===== src/rtl/dec_scan_pkg.sv =====
// Shared encodings for the dec_scan decoder/scanner and its bench.
package dec_scan_pkg;

  typedef enum logic [1:0] {
    OFF    = 2'd0,
    DIRECT = 2'd1,
    SCAN   = 2'd2
  } state_t;

  localparam logic MODE_DIRECT = 1'b0;
  localparam logic MODE_SCAN   = 1'b1;

  // Prescaler width: enough bits to hold DIV-1, never less than one bit.
  function automatic int presc_width(input int div);
    return (div > 1) ? $clog2(div) : 1;
  endfunction

endpackage


===== src/rtl/dec_onehot.sv =====
// Combinational N-to-2**N one-hot decoder; all-zero output when en is low.
module dec_onehot #(
  parameter int N = 3
) (
  input  logic           en,
  input  logic [N-1:0]   code,
  output logic [2**N-1:0] onehot
);

  always_comb begin
    onehot = '0;
    if (en) onehot[code] = 1'b1;
  end

endmodule


===== src/rtl/dec_scan.sv =====
// Registered one-hot decoder with a direct-load mode and a prescaled auto-scan mode.
// All outputs are registered; out always reflects the index held alongside it.
module dec_scan
  import dec_scan_pkg::*;
#(
  parameter int N   = 3,
  parameter int DIV = 4
) (
  input  logic            clk,
  input  logic            rst,
  input  logic            en,
  input  logic            mode,
  input  logic [N-1:0]    in,
  input  logic            load,
  output logic [2**N-1:0] out,
  output logic [N-1:0]    idx,
  output logic            wrap
);

  localparam int            PW      = presc_width(DIV);
  localparam logic [PW-1:0] TC      = PW'(DIV - 1);
  localparam logic [N-1:0]  IDX_MAX = '1;

  state_t          state, state_nxt;
  logic [PW-1:0]   presc, presc_nxt;
  logic [N-1:0]    idx_nxt;
  logic            wrap_nxt;
  logic [2**N-1:0] out_nxt;

  always_comb begin
    state_nxt = OFF;
    if (en) state_nxt = (mode == MODE_SCAN) ? SCAN : DIRECT;

    idx_nxt   = idx;
    presc_nxt = presc;
    wrap_nxt  = 1'b0;

    case (state_nxt)
      DIRECT: begin
        presc_nxt = '0;
        if (load) idx_nxt = in;
      end
      SCAN: begin
        // The entry cycle only shows the current index; stepping starts afterwards.
        if (state != SCAN) begin
          presc_nxt = '0;
        end else if (presc == TC) begin
          presc_nxt = '0;
          idx_nxt   = idx + 1'b1;
          wrap_nxt  = (idx == IDX_MAX);
        end else begin
          presc_nxt = presc + 1'b1;
        end
      end
      default: ;
    endcase
  end

  dec_onehot #(.N(N)) u_dec (
    .en     (state_nxt != OFF),
    .code   (idx_nxt),
    .onehot (out_nxt)
  );

  always_ff @(posedge clk) begin
    if (rst) begin
      state <= OFF;
      out   <= '0;
      idx   <= '0;
      presc <= '0;
      wrap  <= 1'b0;
    end else begin
      state <= state_nxt;
      out   <= out_nxt;
      idx   <= idx_nxt;
      presc <= presc_nxt;
      wrap  <= wrap_nxt;
    end
  end

endmodule


===== config.mk =====
export PLATFORM = sky130hd
export DESIGN_NAME = dec_scan
export DESIGN_NICKNAME = d
export VERILOG_FILES = /design/src/rtl/dec_scan_pkg.sv /design/src/rtl/dec_onehot.sv /design/src/rtl/dec_scan.sv
export SDC_FILE = /design/constraint.sdc
export NUM_CORES = 1
export LEC_CHECK = 0
export ABC_CLOCK_PERIOD_IN_PS = 4450
export CORE_AREA = 2 2 39 41
export DETAILED_ROUTE_END_ITERATION = 8
export DIE_AREA = 0 0 41 43
export DONT_BUFFER_PORTS = 1
export GPL_TIMING_DRIVEN = 0
export PLACE_DENSITY = 0.77
export SETUP_SLACK_MARGIN = 0.02
export SYNTH_ARGS = -nofsm -noshare
export SYNTH_HDL_FRONTEND = slang
export SYNTH_HIERARCHICAL = 1
export SYNTH_SLANG_ARGS = --single-unit

===== constraint.sdc =====
create_clock -name clk -period 4.45 [get_ports clk]
set_input_delay 0.89 -clock clk [delete_from_list [all_inputs] [get_ports clk]]
set_output_delay 0.89 -clock clk [all_outputs]
set_load 0.05 [all_outputs]

# --- Word level (Yosys, flattened, before mapping) ---
# Cells that the tools add are included.
totals:
  ff_bits: 16
  in_bits: 8
  output_inout_bits: 12
  wordCells: 33
classes:
  addsub: 2
  magnitude_cmp: 2
  n_eq_ne: 5
  muxes: 11
  bitwise: 3
  reduce_logical: 5
op_table:
  columns: ["cell", "count"]
  rows:
  - ["2-to-1 mux 3 bit", 3]
  - ["2-to-1 mux 2 bit", 4]
  - ["one-hot mux 3 bit (2 select lines)", 1]
  - ["equality test 2 bit (second input constant)", 2]
  - ["less-than comparator 3 x 4 -> 1 bit (second input constant)", 1]
  - ["one-hot mux 2 bit (2 select lines)", 1]
  - ["nonzero test 2 bit", 2]
  - ["OR reduction 4 bit", 1]
  - ["adder 3 x 1 -> 3 bit (second input constant)", 1]
  - ["demux 1 bit (select 3 bit)", 1]
  - ["equality test 3 bit (second input constant)", 1]
  - [">= comparator 3 x 1 -> 1 bit (second input constant)", 1]
  - ["inverter 1 bit", 3]
  - ["adder 2 x 1 -> 2 bit (second input constant)", 1]
  - ["equality test 2 x 1 -> 1 bit (second input constant)", 1]
  - ["!= test 2 bit (second input constant)", 1]
  - ["OR reduction 2 bit", 1]
  - ["logical AND 1 bit", 1]
  - ["2-to-1 mux 1 bit", 1]

# --- Logic depth before layout (Yosys ltp) ---
depth:
  ltp_word: 8
  mapped_depth: 7
  depth_no_buf: 6

# --- Modules after synthesis ---
# Netlist, hierarchy kept.
by_module_without_submodules:
  columns: ["mod", "instances", "cells_each", "area_per_inst_um2", "seq_area_each_um2"]
  rows:
  - ["dec_scan", 1, 73, 709.4, 320.3]
  - ["dec_onehot", 1, 8, 95.1, 0.0]

# --- Worst setup path before layout ---
# OpenSTA, ideal clock, no wires.
synth_timing:
  path_kind: "input port to flip-flop"
  from: "in en"
  to: "reg out[7]"
  setup_time_ns: 0.114
  t_arrival_ns: 1.971
  path_slack_ns: 2.366
  stages: 6
  cell_sequence: "buf_4 > and4b_1 > nor3_1 > nand3_1 > and4_2 > nor2b_1"
synth_via:
  elab_chain_len: 7
  word_cells_on_any_way: 12
  cone_classes: "order compare (2); eq/ne (2); mux (4); bitwise (1); reduce/logical (3)"
synth_rtl:
  columns: ["item", "line_no", "text"]
  rows:
  - ["start: declaration", "dec_scan.sv:11", "input logic en,"]
  - ["2-to-1 mux 2 bit *", "dec_scan.sv:32", "if (en) state_nxt = (mode == MODE_SCAN) ? SCAN : DIRECT;"]
  - ["equality test 2 bit or equality test 2 x 1 -> 1 bit (tied branches)", "dec_scan.sv:38", "case (state_nxt)"]
  - ["one-hot mux 3 bit (2 select lines) *", "dec_scan.sv:38", null]
  - ["net idx_nxt[1]", "dec_scan.sv:26", "logic [N-1:0] idx_nxt;"]
  - ["less-than comparator 3 x 4 -> 1 bit (implied by the code) or >= comparator 3 x 1 -> 1 bit (tied branches)", "dec_onehot.sv:12", "if (en) onehot[code] = 1'b1;"]
  - ["logical AND 1 bit (implied by the code)", "dec_onehot.sv:12", null]
  - ["2-to-1 mux 1 bit (implied by the code)", "dec_onehot.sv:12", null]
  - ["demux 1 bit (select 3 bit) *", null, null]
  - ["end signal: assignment", "dec_scan.sv:74", "out <= out_nxt;"]
  - ["end: declaration", "dec_scan.sv:15", "output logic [2**N-1:0] out,"]
# Mark *: on every way through the listed nets, which the timed path passes. The rest lies on a longest branch.
# A chain may end at the register's enable or synchronous reset.

# --- Worst setup path in the final report ---
layout_timing:
  from: "reg idx[0]"
  to: "reg out[4]"
layout_via:
  elab_chain_len: 8
  word_cells_on_any_way: 10
  cone_classes: "add/sub (1); order compare (2); mux (6); reduce/logical (1)"
layout_rtl:
  columns: ["item", "line_no", "text"]
  rows:
  - ["start: declaration", "dec_scan.sv:16", "output logic [N-1:0] idx,"]
  - ["start signal: assignment", "dec_scan.sv:75", "idx <= idx_nxt;"]
  - ["adder 3 x 1 -> 3 bit *", "dec_scan.sv:49", "idx_nxt = idx + 1'b1;"]
  - ["2-to-1 mux 3 bit *", "dec_scan.sv:47", "end else if (presc == TC) begin"]
  - ["2-to-1 mux 3 bit *", "dec_scan.sv:45", "if (state != SCAN) begin"]
  - ["one-hot mux 3 bit (2 select lines) *", "dec_scan.sv:38", null]
  - ["net idx_nxt[2]", "dec_scan.sv:26", null]
  - ["less-than comparator 3 x 4 -> 1 bit (implied by the code) or >= comparator 3 x 1 -> 1 bit (tied branches)", "dec_onehot.sv:12", null]
  - ["logical AND 1 bit (implied by the code)", "dec_onehot.sv:12", null]
  - ["2-to-1 mux 1 bit (implied by the code)", "dec_onehot.sv:12", null]
  - ["demux 1 bit (select 3 bit) *", null, null]
# Marked as above.

==> reports/results.tsv <==
stage	metric	value	unit
cts	Post-CTS Resized	0	
cts	clk buf depth	2	
grt	GRT Resource Usage Total	20.1	%
sta	Worst-Margin Slew	0.634	ns
worst_setup_path	Setup CP Type	flip-flop to flip-flop	
synthesis	FFs w/ async S/R, synth	0	%
synthesis	synth unique cells	32	
cts	number of post-CTS setup repair buffers	0	
worst_setup_path	worst path cell trace	ha_1 -> ha_1 -> nand4_1 -> nand4_1 -> and4bb_2 -> nor2b_1	
worst_setup_path	Worst path slowest cell	dfxtp_1	
cts	TritonCTS Sinks	16	
routing	post-DR wirelength/cell	13.5	um
floorplanning	die width	41	um
synthesis	Yosys reg bits	16	
synthesis	Post-synth top flop	dfxtp_1	
power_and_ir_drop	P per Cell Area	321	mW/mm2
cts	hold buffers post-CTS	0	
sta	Fin. Hold Viols	0	
synthesis	Seq/Total Area, Yosys	39.8	%
worst_setup_path	RR Startpoint	idx[0]	
power_and_ir_drop	leakage power	0.350	nW
sta	period utilisation layout	48.7	%
floorplanning	IO Count	20	
worst_setup_path	Crit path largest cell delay	0.74	ns
grt	antenna violations before repair	0	
sta	clk_skew	0.00131	ns
floorplanning	die height	43	um
worst_setup_path	WP data required	4.61	ns
hold_path	min-delay src	presc[0]	
power_and_ir_drop	Power Total	0.276	mW
synthesis	synthesized area	805	um2
worst_setup_path	crit path DAT	2.33	ns
routing	First-pass DRT Iterations	4	
cts	Worst-path clk slew	0.09	ns
synthesis	number of enable flip-flop cells after synthesis	0	
worst_setup_path	R2R cell count	6	
sta	f_max	0.462	GHz
worst_setup_path	Crit Reg-Reg Endpoint	out[4]	
final_layout	Area Overhead vs Synth	7.00	%
worst_setup_path	register-to-register setup slack	2.28	ns
routing	DR vias	614	
cts	CTS tree	done	
synthesis	Synth top area share	39.8	%
place	RePlAce Congestion	0.771	
worst_setup_path	Critical Path Source Type	flip-flop	
sta	setup TNS	0	ns
sta	Slew HR	57.7	%
cts	Worst-Skew Late Latency	0.28	ns
place	dpl hpwl	953	um
routing	DRT iter0 DRCs	11	
routing	via/cell ratio	6.08	
final_layout	Final Net Count	98	
hold_path	hold crit path type	flip-flop to flip-flop	
place	Buffers on Ports	0	
grt	first-pass GRT wire length	2470	um
floorplanning	die footprint	0.00176	mm2
final_layout	Fillers	116	
grt	total gr overflow	0	
final_layout	commonest non-fill, non-tap cells in the layout	dfxtp_1, nor2b_1, nand4_1	
floorplanning	Starting Density	58.1	%
floorplanning	area of the core	0.00138	mm2
worst_setup_path	critical-path maximum fanout	8	
cts	CTS root buffer	clkbuf_4	
outcome	status	finished clean	
synthesis	YS warnings	6	
final_layout	area taken by multi-input logic gates	449	um2
synthesis	syn_nets	93	
final_layout	share of cells above drive strength 1	17.6	%
cts	TritonCTS buffer count	3	
sta	RSZ-0062 raised after global routing	false	
grt	largest net degree at the start of global routing	11	
sta	final setup violation count	0	
worst_setup_path	CP Capture Type	flip-flop	
routing	DRC Markers	0	
final_layout	# diodes	0	
flow_run	Max Cap Viol	0	
final_layout	most common cell after layout, fill and taps aside	dfxtp_1	
final_layout	FF+latch area	320	um2
routing	Post-Route WL	1360	um
power_and_ir_drop	peak supply drop	142	uV
sta	Final min period	2.17	ns
floorplanning	row cnt	14	
synthesis	Mean Syn Cell Area	9.93	um2
cts	H-tree lvl count	1	
sta	Max Slew Vio Count	0	
synthesis	Synth Instances	81	
synthesis	top cells by area, synth	dfxtp_1, nor2b_1, ha_1	
grt	vias in the first global route	580	
routing	Routed Antenna Nets	0	
synthesis	Synth area leader	dfxtp_1	
hold_path	Hold Crit Depth	2	
hold_path	Hold Path End	presc[0]	
-- critical path: cells and delay by family, from the launching register on --
| family | cells | cell delay (ns) |
|---|---|---|
| adder cells (fa/ha/maj) | 2 | 0.49 |
| AND/OR/NAND/NOR | 4 | 0.82 |
| flip-flops | 1 | 0.74 |
-- layer usage --
layer | vias to the layer above | routed length, um | global-route usage [%] | part of all wire (%)
met4 | 0 | 10 | 8.00 | 0.73
met5 | - | 0 | 0 | 0
met2 | 19 | 578 | 27.8 | 42
met1 | 286 | 667 | 27.5 | 49
met3 | 2 | 107 | 7.33 | 7.9
li1 | 307 | - | - | -
-- power by group --
part	leakage, nW	switching (mW)	internal, mW
Combinational	0.199	0.0121	0.0104
Sequential	0.130	0.0114	0.146
Clock	0.0210	0.0459	0.0498
Total	0.350	0.0693	0.207
-- worst max-delay path by stage --
stage,endpoint,slack [ns],startpoint,depth (start not counted)
floorplan,out[7],2.37,en,6
global placement,out[4],2.22,en,6
detailed placement,out[4],2.18,en,7
CTS,out[4],2.29,idx[0],6
global route,out[4],2.16,idx[0],6
finish,out[4],2.28,idx[0],6
-- final cells by class --
class                           instances  share of cell area, %
Multi-Input combinational cell         58                   52.2
Inverter                                2                  0.872
Buffer                                  5                   3.20
Clock buffer                            4                   4.22
Sequential cell                        16                   37.2
Tap cell                               16                   2.33
-- stage by stage --
step           cells  setup slack, ns  util (%)  area, um2  hold WS (ns)
6_report         101             2.28      62.2        861         0.524
5_1_grt          101             2.16      62.2        861         0.572
4_1_cts          101             2.29      62.2        861         0.523
3_5_place_dp      97             2.18      59.6        825         0.508
3_3_place_gp      97             2.22      59.6        825         0.497
2_1_floorplan     81             2.37         -        805         0.485
-- state kept, by name (all words and copies together) (netlist names) --
signal,count
idx,3
out,8
presc,2
state,2
wrap,1
-- cells by family (layout without fill, tap and decap cells) --
family	Yosys count	count (layout)	share of synthesized area, %
simple gates	46	46	42.5
flops	16	16	39.8
compound gates	7	7	5.75
buf+inv	7	11	4.35
fa+ha+maj	4	4	6.22
mux	1	1	1.40
-- cells in the mapped netlist, types with 2 or more instances --
master / number
nand4_1: 5
nand2b_1: 2
nand3b_1: 3
nor2_1: 2
a31oi_1: 2
dfxtp_1: 16
nor2b_1: 10
and4bb_1: 2
ha_1: 4
nor3_1: 2
clkbuf_1: 2
inv_1: 2
and4b_1: 3
nand3_1: 3
nor3b_1: 2
nand2_1: 3
buf_4: 2
and4b_2: 2
No activity file was read; power rests on OpenSTA's default activity.
